### src/rtl/axis_frame_gen_if.sv
// AXI-Stream bundle for the frame generator: payload, byte keep, last marker
// and the valid/ready handshake.
interface axis_frame_gen_if #(
  parameter int DATA_WIDTH = 8,
  parameter int KEEP_WIDTH = DATA_WIDTH / 8
);
  logic [DATA_WIDTH-1:0] tdata;
  logic [KEEP_WIDTH-1:0] tkeep;
  logic                  tvalid;
  logic                  tready;
  logic                  tlast;

  modport master (output tdata, output tkeep, output tvalid, output tlast, input tready);
  modport slave  (input tdata, input tkeep, input tvalid, input tlast, output tready);
endinterface

### src/rtl/axis_frame_gen.sv
// Command-driven AXI-Stream frame generator: emits cmd_len bytes of an
// incrementing 0..255 pattern, then strobes a completion status.
module axis_frame_gen #(
  parameter int DATA_WIDTH  = 8,
  parameter bit KEEP_ENABLE = (DATA_WIDTH > 8),
  parameter int KEEP_WIDTH  = DATA_WIDTH / 8,
  parameter int LEN_WIDTH   = 16
) (
  input  logic                 clk,
  input  logic                 rst_n,
  input  logic [LEN_WIDTH-1:0] cmd_len,
  input  logic                 cmd_valid,
  output logic                 cmd_ready,
  axis_frame_gen_if.master     m_axis,
  output logic [LEN_WIDTH-1:0] done_len,
  output logic                 done_valid,
  output logic                 done_err
);

  typedef enum logic {IDLE, SEND} state_t;

  localparam logic [LEN_WIDTH-1:0] KW_LEN  = LEN_WIDTH'(KEEP_WIDTH);
  localparam logic [7:0]           KW_BYTE = 8'(KEEP_WIDTH);

  state_t                 state_reg;
  logic                   cmd_ready_reg;
  logic                   tvalid_reg;
  logic                   tlast_reg;
  logic [DATA_WIDTH-1:0]  tdata_reg;
  logic                   done_valid_reg;
  logic                   done_err_reg;
  logic [LEN_WIDTH-1:0]   done_len_reg;
  logic [LEN_WIDTH-1:0]   len_reg;
  logic [LEN_WIDTH-1:0]   rem_reg;
  logic [7:0]             base_reg;

  logic [7:0]             base_next;
  logic [LEN_WIDTH-1:0]   rem_next;
  logic [DATA_WIDTH-1:0]  data_next;
  logic [KEEP_WIDTH-1:0]  keep_next;
  logic                   last_next;
  logic                   accept;
  logic                   transfer;
  logic                   load_beat;

  assign accept    = (state_reg == IDLE) && cmd_valid && cmd_ready_reg;
  assign transfer  = tvalid_reg && m_axis.tready;
  assign load_beat = (accept && (cmd_len != '0)) ||
                     ((state_reg == SEND) && transfer && !tlast_reg);

  // rem counts bytes still owed including the beat being built, so it only
  // ever decreases and the full-scale length cannot overflow.
  always_comb begin
    base_next = 8'd0;
    rem_next  = cmd_len;
    if (state_reg == SEND) begin
      base_next = base_reg + KW_BYTE;
      rem_next  = rem_reg - KW_LEN;
    end
    last_next = (rem_next <= KW_LEN);
  end

  for (genvar gi = 0; gi < KEEP_WIDTH; gi++) begin : g_lane
    assign keep_next[gi]          = (LEN_WIDTH'(gi) < rem_next);
    assign data_next[gi*8 +: 8]   = keep_next[gi] ? (base_next + 8'(gi)) : 8'd0;
  end

  always_ff @(posedge clk or negedge rst_n) begin
    if (!rst_n) begin
      state_reg      <= IDLE;
      cmd_ready_reg  <= 1'b0;
      tvalid_reg     <= 1'b0;
      tlast_reg      <= 1'b0;
      tdata_reg      <= '0;
      done_valid_reg <= 1'b0;
      done_err_reg   <= 1'b0;
      done_len_reg   <= '0;
      len_reg        <= '0;
      rem_reg        <= '0;
      base_reg       <= 8'd0;
    end else begin
      done_valid_reg <= 1'b0;
      done_err_reg   <= 1'b0;
      if (load_beat) begin
        tdata_reg <= data_next;
        tlast_reg <= last_next;
        rem_reg   <= rem_next;
        base_reg  <= base_next;
      end
      case (state_reg)
        IDLE: begin
          cmd_ready_reg <= 1'b1;
          if (accept) begin
            if (cmd_len == '0) begin
              done_valid_reg <= 1'b1;
              done_err_reg   <= 1'b1;
              done_len_reg   <= '0;
            end else begin
              state_reg     <= SEND;
              cmd_ready_reg <= 1'b0;
              tvalid_reg    <= 1'b1;
              len_reg       <= cmd_len;
            end
          end
        end
        SEND: begin
          if (transfer && tlast_reg) begin
            state_reg      <= IDLE;
            cmd_ready_reg  <= 1'b1;
            tvalid_reg     <= 1'b0;
            tlast_reg      <= 1'b0;
            done_valid_reg <= 1'b1;
            done_len_reg   <= len_reg;
          end
        end
        default: state_reg <= IDLE;
      endcase
    end
  end

  if (KEEP_ENABLE) begin : g_keep
    logic [KEEP_WIDTH-1:0] tkeep_reg;
    always_ff @(posedge clk or negedge rst_n) begin
      if (!rst_n) begin
        tkeep_reg <= '0;
      end else if (load_beat) begin
        tkeep_reg <= keep_next;
      end
    end
    assign m_axis.tkeep = tkeep_reg;
  end else begin : g_nokeep
    assign m_axis.tkeep = '1;
  end

  assign cmd_ready     = cmd_ready_reg;
  assign m_axis.tvalid = tvalid_reg;
  assign m_axis.tlast  = tlast_reg;
  assign m_axis.tdata  = tdata_reg;
  assign done_valid    = done_valid_reg;
  assign done_err      = done_err_reg;
  assign done_len      = done_len_reg;

endmodule

### src/flat_wrapper.sv
// flat-port wrapper written by rule: the top's interface ports become plain ports
module axis_frame_gen_flat 
#(
  parameter int DATA_WIDTH  = 8,
  parameter bit KEEP_ENABLE = (DATA_WIDTH > 8),
  parameter int KEEP_WIDTH  = DATA_WIDTH / 8,
  parameter int LEN_WIDTH   = 16
)
  (clk, rst_n, cmd_len, cmd_valid, cmd_ready, done_len, done_valid, done_err, m_axis_tdata, m_axis_tkeep, m_axis_tvalid, m_axis_tlast, m_axis_tready);
  axis_frame_gen_if #(.DATA_WIDTH(DATA_WIDTH), .KEEP_WIDTH(KEEP_WIDTH)) m_axis_i ();
  input  logic clk;
  input  logic rst_n;
  input  logic [LEN_WIDTH-1:0] cmd_len;
  input  logic cmd_valid;
  output logic cmd_ready;
  output logic [LEN_WIDTH-1:0] done_len;
  output logic done_valid;
  output logic done_err;
  output wire logic [$bits(m_axis_i.tdata)-1:0] m_axis_tdata;
  output wire logic [$bits(m_axis_i.tkeep)-1:0] m_axis_tkeep;
  output wire logic [$bits(m_axis_i.tvalid)-1:0] m_axis_tvalid;
  output wire logic [$bits(m_axis_i.tlast)-1:0] m_axis_tlast;
  input wire logic [$bits(m_axis_i.tready)-1:0] m_axis_tready;
  assign m_axis_tdata = m_axis_i.tdata;
  assign m_axis_tkeep = m_axis_i.tkeep;
  assign m_axis_tvalid = m_axis_i.tvalid;
  assign m_axis_tlast = m_axis_i.tlast;
  assign m_axis_i.tready = m_axis_tready;
  axis_frame_gen #(.DATA_WIDTH(DATA_WIDTH), .KEEP_ENABLE(KEEP_ENABLE), .KEEP_WIDTH(KEEP_WIDTH), .LEN_WIDTH(LEN_WIDTH)) u_core (.clk(clk), .rst_n(rst_n), .cmd_len(cmd_len), .cmd_valid(cmd_valid), .cmd_ready(cmd_ready), .m_axis(m_axis_i), .done_len(done_len), .done_valid(done_valid), .done_err(done_err));
endmodule
### config.mk
export PLATFORM = sky130hd
export DESIGN_NAME = axis_frame_gen_flat
export DESIGN_NICKNAME = d
export VERILOG_FILES = /design/src/rtl/axis_frame_gen_if.sv /design/src/rtl/axis_frame_gen.sv /design/src/flat_wrapper.sv
export SDC_FILE = /design/constraint.sdc
export NUM_CORES = 1
export LEC_CHECK = 0
export ABC_CLOCK_PERIOD_IN_PS = 8000
export BUFFER_PORTS_ARGS = -buffer_cell sky130_fd_sc_hd__buf_2
export CORE_MARGIN = 2
export CORE_UTILIZATION = 31
export CTS_CLUSTER_SIZE = 40
export DETAILED_ROUTE_END_ITERATION = 8
export PLACE_DENSITY = 0.48
export RECOVER_POWER = 50
export SKIP_CTS_REPAIR_TIMING = 1
export SLEW_MARGIN = 20
export SYNTH_ARGS = -nofsm -noshare
export SYNTH_HDL_FRONTEND = slang
export SYNTH_SLANG_ARGS = --single-unit
### constraint.sdc
create_clock -name clk -period 8 [get_ports clk]
set_input_delay 1.6 -clock clk [delete_from_list [all_inputs] [get_ports clk]]
set_output_delay 1.6 -clock clk [all_outputs]
set_load 0.01 [all_outputs]
# Word level (Yosys, flattened, before mapping)
# Index checks and enable logic that the tools add are counted.
# classes
add_sub_neg	2
multipliers	0
div	0
order_cmp	2
n_eq_ne	4
shifts	0
mux	26
n_bitwise	2
reduce_logical	14
# op_table
op	n
$mux W16	4
$pmux W16 S2	1
$le A16 B1 Y1 const B	1
$logic_not A16 Y1	1
$lt A1 B16 Y1 const A	1
$mux W8	2
$reduce_bool A16 Y1	1
$sub A16 B1 Y16 const B	1
$mux W1	15
$reduce_and A3 Y1	3
$add A8 B1 Y8 const B	1
$pmux W1 S2	4
$logic_and A1 B1 Y1	7
$ne A2 B2 Y1 const B	3
$ne A2 B1 Y1 const B	1
$not A1 Y1	2
$logic_not A1 Y1	1
$logic_or A1 B1 Y1	1
# word_totals
reg_bits	70
latchBits	0
ram_bits	0
romBits	0
in_bits	20
out_inout_bits	30
elab_cells	61
memories	0

# Depth between registers and ports, before layout
# Gate-level depths: netlist (run 1).
# logic_depth
depth_word	8
mapped_depth	10
mapped_depth_nobuf	9

# Least setup slack after synthesis (run 1)
# OpenSTA, ideal clock, no wires.
# synth_timing
path_kind	input -> register
start	input cmd_len[5]
end	register u_core.tdata_reg[1], in the netlist u_core.m_axis.tdata[1]
setup_ns	0.082
arrival_ns	3.211
t_required_ns	7.918
setup_slack_ns	4.706
stages	7
n_path_buf	1
path_cell_list	nor4_1 nand3_1 or2_2 a21oi_1 clkbuf_1 a22oi_1 a31oi_1
# synth_between
elab_chain_cells	3
elab_cells_between_ends	6
classes_between	order compare: 1; mux: 2; reduce/logical: 3
# synth_rtl
item	line_no	source
start: declaration	flat_wrapper.sv:13	input logic [LEN_WIDTH-1:0] cmd_len;
$mux W16 / $reduce_bool A16 Y1 (equally long branches)	axis_frame_gen.sv:56, axis_frame_gen.sv:48	
$lt A1 B16 Y1 / $logic_and A1 B1 Y1 (equally long branches)	axis_frame_gen.sv:64, axis_frame_gen.sv:48	
$mux W8 / $logic_or A1 B1 Y1 (equally long branches)	axis_frame_gen.sv:65, axis_frame_gen.sv:48	
end signal: assignment	axis_frame_gen.sv:85	tdata_reg <= data_next;
end: declaration	axis_frame_gen.sv:29	logic [DATA_WIDTH-1:0] tdata_reg;
# Several ways; a longest one is shown, not always the timed one.
# A chain may end at the register's enable or synchronous reset.

==> run_results.csv, run 1 <==
group,metric,value,unit
outcome,outcome,"complete, but fails checks",
outcome,violations,"max-capacitance violations, max-slew violations",
clock_network,clk_latency,0.35,ns
critical_path,path_cells,"buf_2 -> clkbuf_1",
yosys,syn_area,3410,um2
critical_path,path_delay_family,"buffers and inverters",
power_and_ir_drop,leakage,1.79,nW
detailed_routing,drt_iter0_markers,162,
yosys,synth_fa_ha_area_share,0.733,%
detailed_routing,drc,0,
critical_path,crit_path_start_kind,"primary input",
yosys,syn-num-nets,378,
yosys,synth_flop_cell,"dfrtp_1",
final_layout,fin_nets,422,
yosys,syn_inst,356,
placed_design,hpwl,5860,um
power_and_ir_drop,vdd_drop_max,0.118,mV
yosys,synth_warnings,0,
critical_path,critPathKind,"in2async",
detailed_routing,wl_per_cell,15.7,um
yosys,synthArstFlopShare,100,%
yosys,synth_edf_count,0,
critical_path,crit_slowest_cell,"clkbuf_1",
job,maxCapViolations,1,
timing,skew,0.0119,ns
floorplan,die_w,109,um
final_layout,area_growth,16.2,%
yosys,synth_mux_area_share,6.45,%
placed_design,portBuffers,48,
power_and_ir_drop,p_per_area,372,nW/um2
clock_network,tritoncts,"done",
timing,setup_violations,0,
critical_path,cp_data_required_time,7.59,ns
final_layout,layout.area.seq,1750,um2
timing,rsz0062_at_grt,"false",
yosys,ys_ff_latch,70,
yosys,yosys.area_share.simple,18.5,%
yosys,synth_compound_area_share,14.9,%
yosys,synth.area.top_cells,"dfrtp_1, nand2_1, mux2_2, o21ai_0, xnor2_1",
floorplan,fp-row-count,38,
detailed_routing,avgViaCountPerCell,5.04,
clock_network,clock-sinks,70,
grt,grt.total_usage,15.8,%
final_layout,nFillCells,1112,
yosys,avgSynthCellArea,9.58,um2
clock_network,cts_max_level,3,
placed_design,dp_cells,529,
timing,worstMarginPinSlew,3.76,ns
final_layout,design_area,3970,um2
final_layout,multiInputGateArea,1550,um2
timing,relSlewSlack,-151,%
detailed_routing,via_count,2741,
clock_network,cts.clk_slew.worst_paths,0.08,ns
yosys,yosys.cell_count.top_type,"dfrtp_1",
detailed_routing,wl,8560,um
timing,fin_crit,4.76,ns
floorplan,die_area,11900,um2
final_layout,antennaDiodeCount,0,
clock_network,clock_path_buffers,2,
timing,finalCritPeriodShare,59.5,%
yosys,netlist.top_cell.by_area,"dfrtp_1",
final_layout,layout-drive-gt1-share,20.5,%
critical_path,max_stage_delay,2.63,ns
placed_design,place_congestion,0.825,
critical_path,cp_data_arrival_time,4.35,ns
final_layout,fin_cells,544,
floorplan,die_y,109,um
timing,fmax,0.210,GHz
detailed_routing,ant_nets,0,
grt,grt_start_max_net_pins,71,
clock_network,cts-root-buf,"clkbuf_8",
detailed_routing,first_pass_iters,4,
timing,slew_violations,71,
power_and_ir_drop,fin_total_pwr,1.48,mW
worst_hold_path,hold_path_class,"reg2reg",
grt,grt-ovfl-total,0,
floorplan,core,10800,um2
grt,grt_pass1_wl,14200,um
critical_path,path_max_fanout,70,
grt,antenna_found_initial,0,
floorplan,start_util,31.6,%
yosys,synthDominantCellAreaShare,51.3,%
critical_path,endpoint_kind,"asynchronous set/reset pin",
clock_network,cts_made_buffers,9,
grt,grt_pass1_vias,2727,
timing,hold_viol,0,
placed_design,dpl-instance-area,3780,um2
timing,tns,0,ns
yosys,seq_area_frac_synth,51.3,%
yosys,synth_top_family_by_area,"simple AND/OR/NAND/NOR gates",
critical_path,cp_num_buf_inv,2,
yosys,synth_common_cells,"dfrtp_1, nand2_1, o21ai_0",
yosys,synthXorXnorAreaFrac,4.36,%
floorplan,boundaryPins,50,
yosys,synth.distinct_cells,43,
layout by cell type, fill, tap and decap left out, types with 2 or more instances in the layout:
cell type,Yosys,routed
or4_1,3,3
mux2_2,16,16
buf_4,1,5
clkbuf_8,0,11
a31oi_1,6,6
xor2_1,7,7
nor4_1,7,7
clkbuf_1,18,16
and3_1,5,5
xnor2_1,10,10
o221a_2,5,5
inv_1,8,8
a22o_1,2,2
or3_1,2,2
o21ai_1,5,4
nand2_1,62,62
o21a_1,2,2
nor3_1,8,8
ha_1,2,2
a21oi_1,12,12
a21o_1,3,3
a22oi_1,5,5
nand3_1,13,13
and4_1,2,2
dfrtp_1,70,70
o22ai_1,3,3
or2_2,4,4
nor2_1,21,20
mux2i_1,4,4
buf_2,1,34
o21ai_0,35,35
a32o_1,2,2
power by group:
part | leakage, nW | internal, mW | switching, mW
Combinational | 0.790 | 0.261 | 0.341
Clock | 0.102 | 0.160 | 0.130
Sequential | 0.896 | 0.479 | 0.105
worst register-to-register path: stages (launching register included):
cell and delay [ns]:
dfrtp_1 0.42, inv_1 0.11, ha_1 0.25, or4b_2 0.69
nor4_1 0.28, xor2_1 0.11, mux2i_1 0.18, nor4bb_1 0.30
and4_1 0.53, a31oi_1 0.15
cell families after synthesis:
kind of cell             count (synthesis)
XOR/XNOR                                17
AND/OR/NAND/NOR                        134
multiplexers                            20
adder cells (fa/ha/maj)                  2
buffers and inverters                   29
AO/OA/AOI/OAI                           83
other                                    1
flip-flops                              70
path summary, 6_finish.rpt:
path / end / slack (ns) / cells after the start / startpoint
setup / recovery: u_core.rem_reg[2] / 3.24 / 2 / rst_n
hold / removal: u_core.done_len[12] / 0.48 / 2 / u_core.len_reg[12]
setup reg to reg: u_core.m_axis.tdata[3] / 4.87 / 9 / u_core.rem_reg[0]
hold reg to reg: u_core.done_len[12] / 0.48 / 2 / u_core.len_reg[12]
max in group clk: u_core.base_reg[2] / 4.86 / 8 / cmd_len[5]
min in group asynchronous: u_core.done_len[10] / 2.66 / 2 / rst_n
through the flow:
stage                     setup WS [ns]  hold WS (ns)  utilization (%)
final                              3.24         0.478             36.7
after global routing               2.37         0.509             36.7
after CTS                          4.84         0.486             36.9
after detailed placement           4.50         0.467             35.1
after global placement             4.54         0.457             35.1
after floorplan                    4.71         0.444                -
layer usage:
layer / track usage, % / part of all wire (%) / up-vias
met5: 0 / 0 / -
met4: 4.67 / 1.0 / 0
met3: 3.83 / 3.5 / 6
met2: 25.2 / 47 / 44
met1: 21.3 / 48 / 1345
li1: - / - / 1346
final cells by class:
class | instances | share of cell area [%]
flip-flops and latches | 70 | 44.2
multi-input cells | 257 | 39.0
repair buffers | 54 | 6.66
well taps | 140 | 4.42
clock buffers | 12 | 3.91
clock inverters | 3 | 1.10
inverters | 8 | 0.757
Note: power is estimated with default switching activity, not from simulation.
==> run 2: changes to the inputs <==
--- a/config.mk
+++ b/config.mk
@@ -5,13 +5,13 @@
 export SDC_FILE = /design/constraint.sdc
 export NUM_CORES = 1
 export LEC_CHECK = 0
-export ABC_CLOCK_PERIOD_IN_PS = 8000
+export ABC_CLOCK_PERIOD_IN_PS = 4200
 export BUFFER_PORTS_ARGS = -buffer_cell sky130_fd_sc_hd__buf_2
 export CORE_MARGIN = 2
 export CORE_UTILIZATION = 31
 export CTS_CLUSTER_SIZE = 40
 export DETAILED_ROUTE_END_ITERATION = 8
-export PLACE_DENSITY = 0.48
+export PLACE_DENSITY = 0.49
 export RECOVER_POWER = 50
 export SKIP_CTS_REPAIR_TIMING = 1
 export SLEW_MARGIN = 20
==> constraint.sdc (replaced) <==
create_clock -name clk -period 4.2 [get_ports clk]
set_input_delay 0.84 -clock clk [delete_from_list [all_inputs] [get_ports clk]]
set_output_delay 0.84 -clock clk [all_outputs]
set_load 0.01 [all_outputs]
==> run 2 against run 1 <==
- the flow still finishes with violations (max-capacitance violations, max-slew violations)
- cell count increased by 0.74%
- sequential power rose by 100%
- core utilization up 0.19 points
- global-route usage about the same
- largest cell class unchanged
- largest power group unchanged
==> run_results.csv, run 2 (synthesized netlist as in run 1, its figures left out) <==
group,metric,value,unit
detailed_routing,drc,0,
critical_path,crit_path_start_kind,"flip-flop",
clock_network,cts.clk_slew.worst_paths,0.08,ns
grt,antenna_found_initial,0,
timing,skew,0.0112,ns
placed_design,place_congestion,0.789,
critical_path,path_cells,"or4_1 -> or3_4 -> or4_4 -> xor2_1 -> a32o_1 -> and4_1 -> a32o_1",
critical_path,path_max_fanout,9,
final_layout,layout.area.seq,1750,um2
timing,holdWs,0.486,ns
final_layout,antennaDiodeCount,0,
detailed_routing,ant_nets,0,
floorplan,start_util,31.6,%
final_layout,design_area,3990,um2
final_layout,nFillCells,1098,
timing,setup_violations,0,
final_layout,layout_common_cells,"dfrtp_1, nand2_1, o21ai_0",
clock_network,cts_max_level,3,
grt,grt.total_usage,15.8,%
critical_path,path_delay_family,"simple AND/OR/NAND/NOR gates",
outcome,outcome,"complete, but fails checks",
detailed_routing,first_pass_iters,4,
clock_network,cts_made_buffers,9,
timing,finalCritPeriodShare,72.9,%
final_layout,utilization,36.9,%
critical_path,cp_num_buf_inv,0,
clock_network,tritoncts,"done",
timing,fin_crit,3.06,ns
floorplan,fp-row-count,38,
floorplan,core,10800,um2
clock_network,clock-sinks,70,
timing,slew_violations,38,
placed_design,dp_cells,533,
job,maxCapViolations,1,
final_layout,fin_cells,548,
timing,hold_viol,0,
outcome,violations,"max-capacitance violations, max-slew violations",
critical_path,critPathKind,"reg2reg",
timing,fmax,0.327,GHz
final_layout,layout_commonest_cell,"dfrtp_1",
placed_design,hpwl,5900,um
clock_network,cts-root-buf,"clkbuf_8",
grt,grt_pass1_wl,14300,um
detailed_routing,avgViaCountPerCell,5.03,
floorplan,die_y,109,um
detailed_routing,wl,8520,um
placed_design,portBuffers,48,
floorplan,boundaryPins,50,
power_and_ir_drop,p_per_area,757,nW/um2
power_and_ir_drop,leakage,1.79,nW
grt,grt_start_max_net_pins,38,
critical_path,cp_data_required_time,4.44,ns
final_layout,fin_nets,426,
clock_network,clk_latency,0.36,ns
grt,grt-ovfl-total,0,
timing,rsz0062_at_grt,"false",
critical_path,critPathMostFrequentCell,"a32o_1",
final_layout,layout-drive-gt1-share,20.8,%
worst_hold_path,hold_path_class,"reg2reg",
critical_path,max_stage_delay,0.67,ns
critical_path,crit_slowest_cell,"or4_1",
power_and_ir_drop,vdd_drop_max,0.248,mV
timing,worstMarginPinSlew,2.08,ns
clock_network,clock_path_buffers,2,
placed_design,dpl-instance-area,3810,um2
critical_path,endpoint_kind,"flip-flop",
detailed_routing,drt_iter0_markers,135,
critical_path,cp_data_arrival_time,3.30,ns
detailed_routing,wl_per_cell,15.5,um
detailed_routing,via_count,2756,
final_layout,multiInputGateArea,1540,um2
floorplan,die_area,11900,um2
grt,grt_pass1_vias,2788,
floorplan,die_w,109,um
final_layout,area_growth,16.8,%
timing,relSlewSlack,-38.6,%
timing,tns,0,ns
[run 2: power by group]
part	switching, mW	internal (mW)	leakage [nW]
combinational	0.727	0.552	0.803
clock	0.266	0.288	0.0948
sequential	0.221	0.963	0.896
total	1.21	1.80	1.79
[run 2: path summary, 6_finish.rpt]
path / endpoint / depth (start not counted) / from / slack (ns)
min in group asynchronous: u_core.len_reg[10] / 1 / rst_n / 1.08
hold / removal: u_core.done_len[12] / 2 / u_core.len_reg[12] / 0.49
max in group asynchronous: u_core.base_reg[0] / 2 / rst_n / 1.21
setup reg to reg: u_core.m_axis.tlast / 7 / u_core.rem_reg[7] / 1.14
setup / recovery: u_core.m_axis.tlast / 7 / u_core.rem_reg[7] / 1.14
hold reg to reg: u_core.done_len[12] / 2 / u_core.len_reg[12] / 0.49
[run 2: metal layers]
layer / share of wire [%] / GRT usage [%] / vias up
li1: - / - / 1354
met1: 49 / 20.9 / 1331
met2: 47 / 25.3 / 58
met3: 3.0 / 3.05 / 13
met4: 1.7 / 6.87 / 0
met5: 0 / 0 / -
[run 2: cell type report]
type                            count  area share [%]
Sequential cell                    70            44.0
Clock buffer                       10            3.45
Multi-Input combinational cell    257            38.7
Inverter                            8           0.754
Tap cell                          140            4.40
Timing Repair Buffer               58            7.25
Clock inverter                      5            1.48
[run 2: tightest hold or removal path, cell delays in order, from the launching register on]
cell and delay (ns):
dfrtp_1 0.34, nand2_1 0.05, o21ai_0 0.06
[run 2: through the flow]
step / total power, mW / setup WS, ns
after CTS: 3.06 / 1.13
after detailed placement: 2.49 / 1.15
final: 3.02 / 1.14
after global placement: 2.48 / 1.06
after global routing: 3.29 / 0.670
after floorplan: 2.02 / 1.32
